$ cat src/rtl/char_num_conv.sv
// Iterative converter between binary words and MIX decimal character strings.
// The converter processes one digit per clock in either direction behind a start/done handshake.
module char_num_conv #(
    parameter int unsigned WORD_W = 30,
    parameter int unsigned NDIG   = 10,
    parameter int unsigned CHAR_W = 6
) (
    input  logic                     clk,
    input  logic                     rst_n,
    input  logic                     start,
    input  logic                     mode,
    input  logic [WORD_W-1:0]        in_bin,
    input  logic [NDIG*CHAR_W-1:0]   in_chars,
    output logic                     busy,
    output logic                     done,
    output logic [NDIG*CHAR_W-1:0]   out_chars,
    output logic [WORD_W-1:0]        out_bin,
    output logic                     ovf
);

    localparam int unsigned TOT_W = NDIG * CHAR_W;
    localparam int unsigned EXT_W = WORD_W + 4;
    localparam int unsigned CNT_W = (NDIG > 1) ? $clog2(NDIG) : 1;

    typedef enum logic [1:0] {
        S_IDLE = 2'd0,
        S_RUN  = 2'd1,
        S_DONE = 2'd2
    } state_t;

    state_t              state_q, state_d;
    logic [CNT_W-1:0]    cnt_q, cnt_d;
    logic                mode_q, mode_d;
    logic [WORD_W-1:0]   w_q, w_d;
    logic [TOT_W-1:0]    src_q, src_d;
    logic [TOT_W-1:0]    out_chars_q, out_chars_d;
    logic [WORD_W-1:0]   out_bin_q, out_bin_d;
    logic                ovf_q, ovf_d;
    logic                busy_q, busy_d;
    logic                done_q, done_d;

    logic [WORD_W-1:0]   quo_c;
    logic [3:0]          rem_c;
    logic [CHAR_W-1:0]   code_c;
    logic [CHAR_W-1:0]   top_chr_c;
    logic [3:0]          dig_c;
    logic [EXT_W-1:0]    acc_full_c;
    logic                accept_c;
    logic                last_c;

    // Next-state and datapath: divide-by-10 for CHAR, multiply-accumulate for NUM.
    always_comb begin
        quo_c      = w_q / WORD_W'(10);
        rem_c      = 4'(w_q % WORD_W'(10));
        code_c     = CHAR_W'(30) + CHAR_W'(rem_c);
        top_chr_c  = src_q[TOT_W-1 -: CHAR_W];
        dig_c      = 4'(top_chr_c % CHAR_W'(10));
        acc_full_c = EXT_W'(out_bin_q) * EXT_W'(10) + EXT_W'(dig_c);
        accept_c   = start && (state_q != S_RUN);
        last_c     = (cnt_q == CNT_W'(NDIG - 1));

        state_d     = state_q;
        cnt_d       = cnt_q;
        mode_d      = mode_q;
        w_d         = w_q;
        src_d       = src_q;
        out_chars_d = out_chars_q;
        out_bin_d   = out_bin_q;
        ovf_d       = ovf_q;

        case (state_q)
            S_IDLE: state_d = S_IDLE;
            S_RUN: begin
                if (!mode_q) begin
                    w_d         = quo_c;
                    out_chars_d = (out_chars_q >> CHAR_W)
                                | (TOT_W'(code_c) << (TOT_W - CHAR_W));
                    if (last_c) begin
                        ovf_d = (quo_c != '0);
                    end
                end else begin
                    out_bin_d = acc_full_c[WORD_W-1:0];
                    src_d     = src_q << CHAR_W;
                    if (acc_full_c[EXT_W-1:WORD_W] != 4'd0) begin
                        ovf_d = 1'b1;
                    end
                end
                if (last_c) begin
                    state_d = S_DONE;
                end else begin
                    cnt_d = cnt_q + CNT_W'(1);
                end
            end
            S_DONE:  state_d = S_IDLE;
            default: state_d = S_IDLE;
        endcase

        // A start in DONE restarts immediately; the done pulse is already registered.
        if (accept_c) begin
            state_d = S_RUN;
            cnt_d   = '0;
            mode_d  = mode;
            ovf_d   = 1'b0;
            if (!mode) begin
                w_d = in_bin;
            end else begin
                src_d     = in_chars;
                out_bin_d = '0;
            end
        end

        busy_d = (state_d == S_RUN);
        done_d = (state_d == S_DONE);
    end

    always_ff @(posedge clk or negedge rst_n) begin
        if (!rst_n) begin
            state_q     <= S_IDLE;
            cnt_q       <= '0;
            mode_q      <= 1'b0;
            w_q         <= '0;
            src_q       <= '0;
            out_chars_q <= '0;
            out_bin_q   <= '0;
            ovf_q       <= 1'b0;
            busy_q      <= 1'b0;
            done_q      <= 1'b0;
        end else begin
            state_q     <= state_d;
            cnt_q       <= cnt_d;
            mode_q      <= mode_d;
            w_q         <= w_d;
            src_q       <= src_d;
            out_chars_q <= out_chars_d;
            out_bin_q   <= out_bin_d;
            ovf_q       <= ovf_d;
            busy_q      <= busy_d;
            done_q      <= done_d;
        end
    end

    assign busy      = busy_q;
    assign done      = done_q;
    assign out_chars = out_chars_q;
    assign out_bin   = out_bin_q;
    assign ovf       = ovf_q;

endmodule

$ cat config.mk
export PLATFORM = sky130hd
export DESIGN_NAME = char_num_conv
export DESIGN_NICKNAME = d
export VERILOG_FILES = /design/src/rtl/char_num_conv.sv
export SDC_FILE = /design/constraint.sdc
export NUM_CORES = 1
export LEC_CHECK = 0
export BUFFER_PORTS_ARGS = -buffer_cell sky130_fd_sc_hd__buf_2
export CORE_AREA = 2 2 169 171
export CTS_CLUSTER_DIAMETER = 200
export CTS_CLUSTER_SIZE = 10
export DETAILED_ROUTE_END_ITERATION = 7
export DIE_AREA = 0 0 171 173
export PLACE_DENSITY = 0.76
export REMOVE_ABC_BUFFERS = 1
export SKIP_CTS_REPAIR_TIMING = 1
export SKIP_LAST_GASP = 1
export SYNTH_ARGS = -nofsm -noshare
export SYNTH_HDL_FRONTEND = slang
export SYNTH_SLANG_ARGS = --single-unit
$ cat constraint.sdc
create_clock -name clk -period 11.65 [get_ports clk]
set_input_delay 2.33 -clock clk [delete_from_list [all_inputs] [get_ports clk]]
set_output_delay 2.33 -clock clk [all_outputs]
set_load 0.02 [all_outputs]
== After elaboration in Yosys (flattened, before gate mapping) ==
Index checks and enable logic that the tools add are counted.

* Bitwise logic cells: 2
* Add/subtract/negate cells: 3
* Equality and inequality tests: 7
* Mux-type cells: 23
* Div/mod/pow operators: 3
* Reductions and logical operators: 8
* Multipliers: 1

{| class="wikitable"
|+ Operators by type and width
! cell !! number
|-
| 2-to-1 mux 30 bit || 8
|-
| 2-to-1 mux 60 bit || 4
|-
| bitwise OR 54 x 60 -> 60 bit || 1
|-
| adder 34 x 4 -> 34 bit || 1
|-
| multiplier 30 x 3 -> 33 bit (second input constant) || 1
|-
| divider 30 x 4 -> 30 bit (second input constant) || 1
|-
| remainder unit 30 x 4 -> 30 bit (second input constant) || 1
|-
| nonzero test 30 bit || 1
|-
| 2-to-1 mux 4 bit || 3
|-
| adder 5 x 4 -> 6 bit (first input constant) || 1
|-
| remainder unit 6 x 4 -> 6 bit (second input constant) || 1
|-
| 2-to-1 mux 2 bit || 3
|-
| 2-to-1 mux 1 bit || 5
|-
| adder 4 x 1 -> 4 bit (second input constant) || 1
|-
| equality test 2 x 1 -> 1 bit (second input constant) || 2
|-
| equality test 4 bit (second input constant) || 1
|-
| AND reduction 2 bit || 2
|-
| nonzero test 4 bit || 1
|-
| inequality test 3 x 1 -> 1 bit (second input constant) || 1
|-
| AND reduction 3 bit || 1
|-
| nonzero test 3 bit || 1
|-
| equality test 2 bit (second input constant) || 1
|-
| inequality test 2 x 1 -> 1 bit (second input constant) || 1
|-
| inequality test 2 bit (second input constant) || 1
|-
| 3 further kinds || 3
|}

* Logic and storage cells: 57
* Flip-flop bits (word level): 190
* Output and inout port bits: 93

== Longest topological paths before layout ==
* Depth in word-level cells: 7
* Depth in mapped cells: 49
* Gate-level depth less buffers: 39

== Worst setup path before layout ==
No wires, ideal clock.

* Kind: reg-to-reg
* From: reg w_q[29]
* To: reg out_chars_q[57], in the netlist out_chars[57]
* Path buffers: 5
* Required time: 11567 ps
* Stages on the path, launching flop included: 42
* Arrival: 10315 ps
* Setup slack: 1253 ps
* Cells stage by stage: dfrtp_1 > buf_4 > nor3b_1 > a22oi_1 > a32oi_4 > a21oi_1 > a221o_1 > or2_1 > buf_2 > a32o_1 > a311o_1 > or4_4 > and3_4 > buf_6 > mux2i_1 > o32ai_1 > a31oi_4 > or4_1 > [... 6 more ...] > and2_1 > buf_2 > a221o_1 > or4_1 > a31oi_1 > mux2i_2 > o31ai_4 > xnor2_2 > clkinv_1 > mux2i_1 > mux2_4 > o22ai_4 > mux2_2 > ha_1 > mux2_1 > ha_1 > ha_1 > o21ai_0

* Cells in the longest elaborated chain, start to end: 3

{| class="wikitable"
|+ RTL lines
! what !! RTL line !! text
|-
| start, declared || 34 || <nowiki>logic [WORD_W-1:0] w_q, w_d;</nowiki>
|-
| start signal, assigned || 132 || <nowiki>w_q <= w_d;</nowiki>
|-
| remainder unit 30 x 4 -> 30 bit || 54 || <nowiki>rem_c = 4'(w_q % WORD_W'(10));</nowiki>
|-
| adder 5 x 4 -> 6 bit || 55 || <nowiki>code_c = CHAR_W'(30) + CHAR_W'(rem_c);</nowiki>
|-
| bitwise OR 54 x 60 -> 60 bit || 77 || <nowiki>| (TOT_W'(code_c) << (TOT_W - CHAR_W));</nowiki>
|-
| end signal, assigned || 134 || <nowiki>out_chars_q <= out_chars_d;</nowiki>
|-
| end, declared || 36 || <nowiki>logic [TOT_W-1:0] out_chars_q, out_chars_d;</nowiki>
|}

No other way between the ends.
A chain may end at the register's enable or synchronous reset.

== Final worst setup path ==
* From: reg w_q[27]
* To: reg out_chars_q[57], in the netlist out_chars[57]

Same word-level chain as after synthesis.

==> results.toml <==
[clock_tree]
clockBufferDepth = 2
clk_pin_slew_ns = 0.08
cts_sinks = 190
cts_tree = "yes"
cts_max_level = 4
cts_root_buf = "clkbuf_16"
numCtsBuffers = 17
clk_latency_ns = 0.46

[grt]
met2_usage = 0.449
grt_pass1_vias = 13900
grt_first_pass_wirelength_um = 68800
grtUsageMet1 = 0.368
grt.busiest_layer = "met2"
grt_max_degree = 117
antenna_found_initial = 0
grtUsageTotal = 0.279
use_met3 = 0.0611
gr-total-overflow = 0

[synth]
synth_top_area_cell = "dfrtp_1"
synth_sequential_area_ratio = 0.314
netlist_instances = 1928
netlist_area_um2 = 15100
yosysWarnings = 0
syn_area_per_cell_um2 = 7.84
synth_top_area_share = 0.314
synth_edf_count = 0
ys_top_cells_by_area = "dfrtp_1 31%, nand2_1 10%, ha_1 5.4%"
synth_ff_type = "dfrtp_1"
ys_async_sr_fraction = 1.00
ys_ff_latch = 190
synth_cell_types = 120

[timing]
skew_ns = 0.0200
worstMarginPinSlew_ns = 1.08
setup_viol = 0
finalCritPeriodShare = 0.966
max_freq_mhz = 88.8
relSlewSlack = 0.283
drv_slew = 0
fin_crit_ns = 11.26
finalHoldViolCount = 0

[worst_setup_path]
crit_slowest_cell = "dfrtp_2"
critPathRequiredTime_ns = 12.02
slowest_delay_ns = 0.51
endpoint = "out_chars[57]"
cp_max_fo = 15
r2r_start = "w_q[27]"
rr_endpoint = "out_chars[57]"
startpoint_type = "flip-flop"
cp_data_arrival_time_ns = 11.62
startpoint = "w_q[27]"
r2r_setup_slack_ns = 0.39
r2r_cells = 41
cp-end-kind = "flip-flop"
path_common_cell = "buf_4"
crit_type = "flip-flop to flip-flop"

[finish]
finalInstanceArea_um2 = 17600
final_util = 0.638
drive_gt1_frac = 0.205
layout_commonest_cell = "nand2_1"
syn_to_final_growth_pct = 16.6
nets = 2258
mostFrequentLayoutCells = "413 x nand2_1, 185 x buf_2, 184 x dfrtp_1, 176 x nor2_1, 103 x a21oi_1"

[drt]
drc = 0
wirelength_um = 42500
vias = 15000
ant_nets = 0
drtPass1Iterations = 6
drt_iter0_markers = 1416
viasPerCell = 6.03
post_drt_wl_per_cell_um = 17.1

[floorplan]
coreArea_um2 = 27600
die_height_um = 173
dieArea_um2 = 29600
initial_core_util = 0.547
ioPinCount = 187
die_w_um = 171
fp-row-count = 61

[placement]
placed_area_um2 = 16500
dp_hpwl_um = 28600
finalWeightedCongestion = 0.941
portBuffers = 186

[run]
maxCapViolCount = 0

[hold_path]
min_path_type = "flip-flop to flip-flop"

[run_status]
status = "complete, no violations"
## metrics by stage
step	cells	setup TNS [ns]	setup slack [ns]	hold slack (ns)
floorplan	1791	0	0.0297	0.450
global placement	2424	0	0.155	0.453
detailed placement	2424	-0.0250	-0.0250	0.458
CTS	2456	-0.0686	-0.0686	0.476
global route	2488	-0.177	-0.141	0.499
finish	2489	0	0.394	0.468
## worst min path at each step
| stage | startpoint | to | slack [ns] | cells after the start |
|---|---|---|---|---|
| floorplan | cnt_q[3] | cnt_q[3] | 0.45 | 1 |
| global placement | out_chars[2] | out_chars[2] | 0.45 | 2 |
| detailed placement | out_chars[5] | out_chars[5] | 0.46 | 2 |
| CTS | out_chars[5] | out_chars[5] | 0.48 | 2 |
| global route | out_chars[5] | out_chars[5] | 0.50 | 2 |
| finish | out_chars[5] | out_chars[5] | 0.47 | 2 |
## cell families (layout without fill, tap and decap cells)
logic type / count (synthesis) / count (layout) / share of synthesized area
adder cells (fa/ha/maj): 70 / 70 / 0.0585
multiplexers: 32 / 32 / 0.0232
other: 0 / 1 / 0
AND/OR/NAND/NOR: 842 / 842 / 0.252
buffers and inverters: 191 / 369 / 0.0540
AO/OA/AOI/OAI: 529 / 533 / 0.253
XOR/XNOR: 74 / 74 / 0.0451
flip-flops: 190 / 190 / 0.314
## synthesized netlist by cell type (9+ instances only)
cell / number
o21bai_1: 22
buf_2: 22
a21o_1: 14
nand2_1: 414
mux2i_1: 22
xnor2_1: 51
nand4_1: 14
nor2b_1: 12
a211o_1: 9
or3_1: 15
clkbuf_1: 95
dfrtp_1: 190
and2_1: 11
inv_1: 48
o221ai_1: 12
nand3_1: 51
nor2_1: 178
o21ai_0: 85
ha_1: 65
nand2b_1: 14
a21oi_1: 106
a31oi_1: 71
nor3_1: 37
a221oi_1: 10
nor4_1: 13
o211ai_1: 22
a211oi_1: 37
o2111ai_1: 10
xor2_1: 20
and3_1: 24
o31ai_1: 14
## layer usage
layer  up-vias  part of all wire
li1       7294                 -
met1      7165              0.43
met2       485              0.48
met3        72             0.063
met4         0             0.026
met5         -                 0
## sequential cells by signal, summed over array words and instances, names as in the netlist
name / flops
busy: 1
cnt_q: 4
done: 1
mode_q: 1
out_bin: 30
out_chars: 60
ovf: 1
src_q: 60
state_q: 2
w_q: 30
## area by class of cell
type | count | area, µm²
flip-flops and latches | 190 | 4770
well taps | 378 | 473
inverters | 54 | 203
multi-input cells | 1551 | 9870
clock inverters | 15 | 216
fillers | 2428 | 9990
diodes | 1 | 2.50
clock buffers | 17 | 425
repair buffers | 283 | 1680
## critical path: cells and delay by family (launching register included)
family | cells | cell delay [ns]
flip-flops | 1 | 0.51
multiplexers | 5 | 1.52
XOR/XNOR | 2 | 0.42
AO/OA/AOI/OAI | 18 | 4.78
adder cells (fa/ha/maj) | 3 | 0.77
buffers and inverters | 5 | 0.91
AND/OR/NAND/NOR | 8 | 2.25
Power is not shown: default switching activity piles up to over one toggle a cycle in this logic, so the estimate is an artifact.
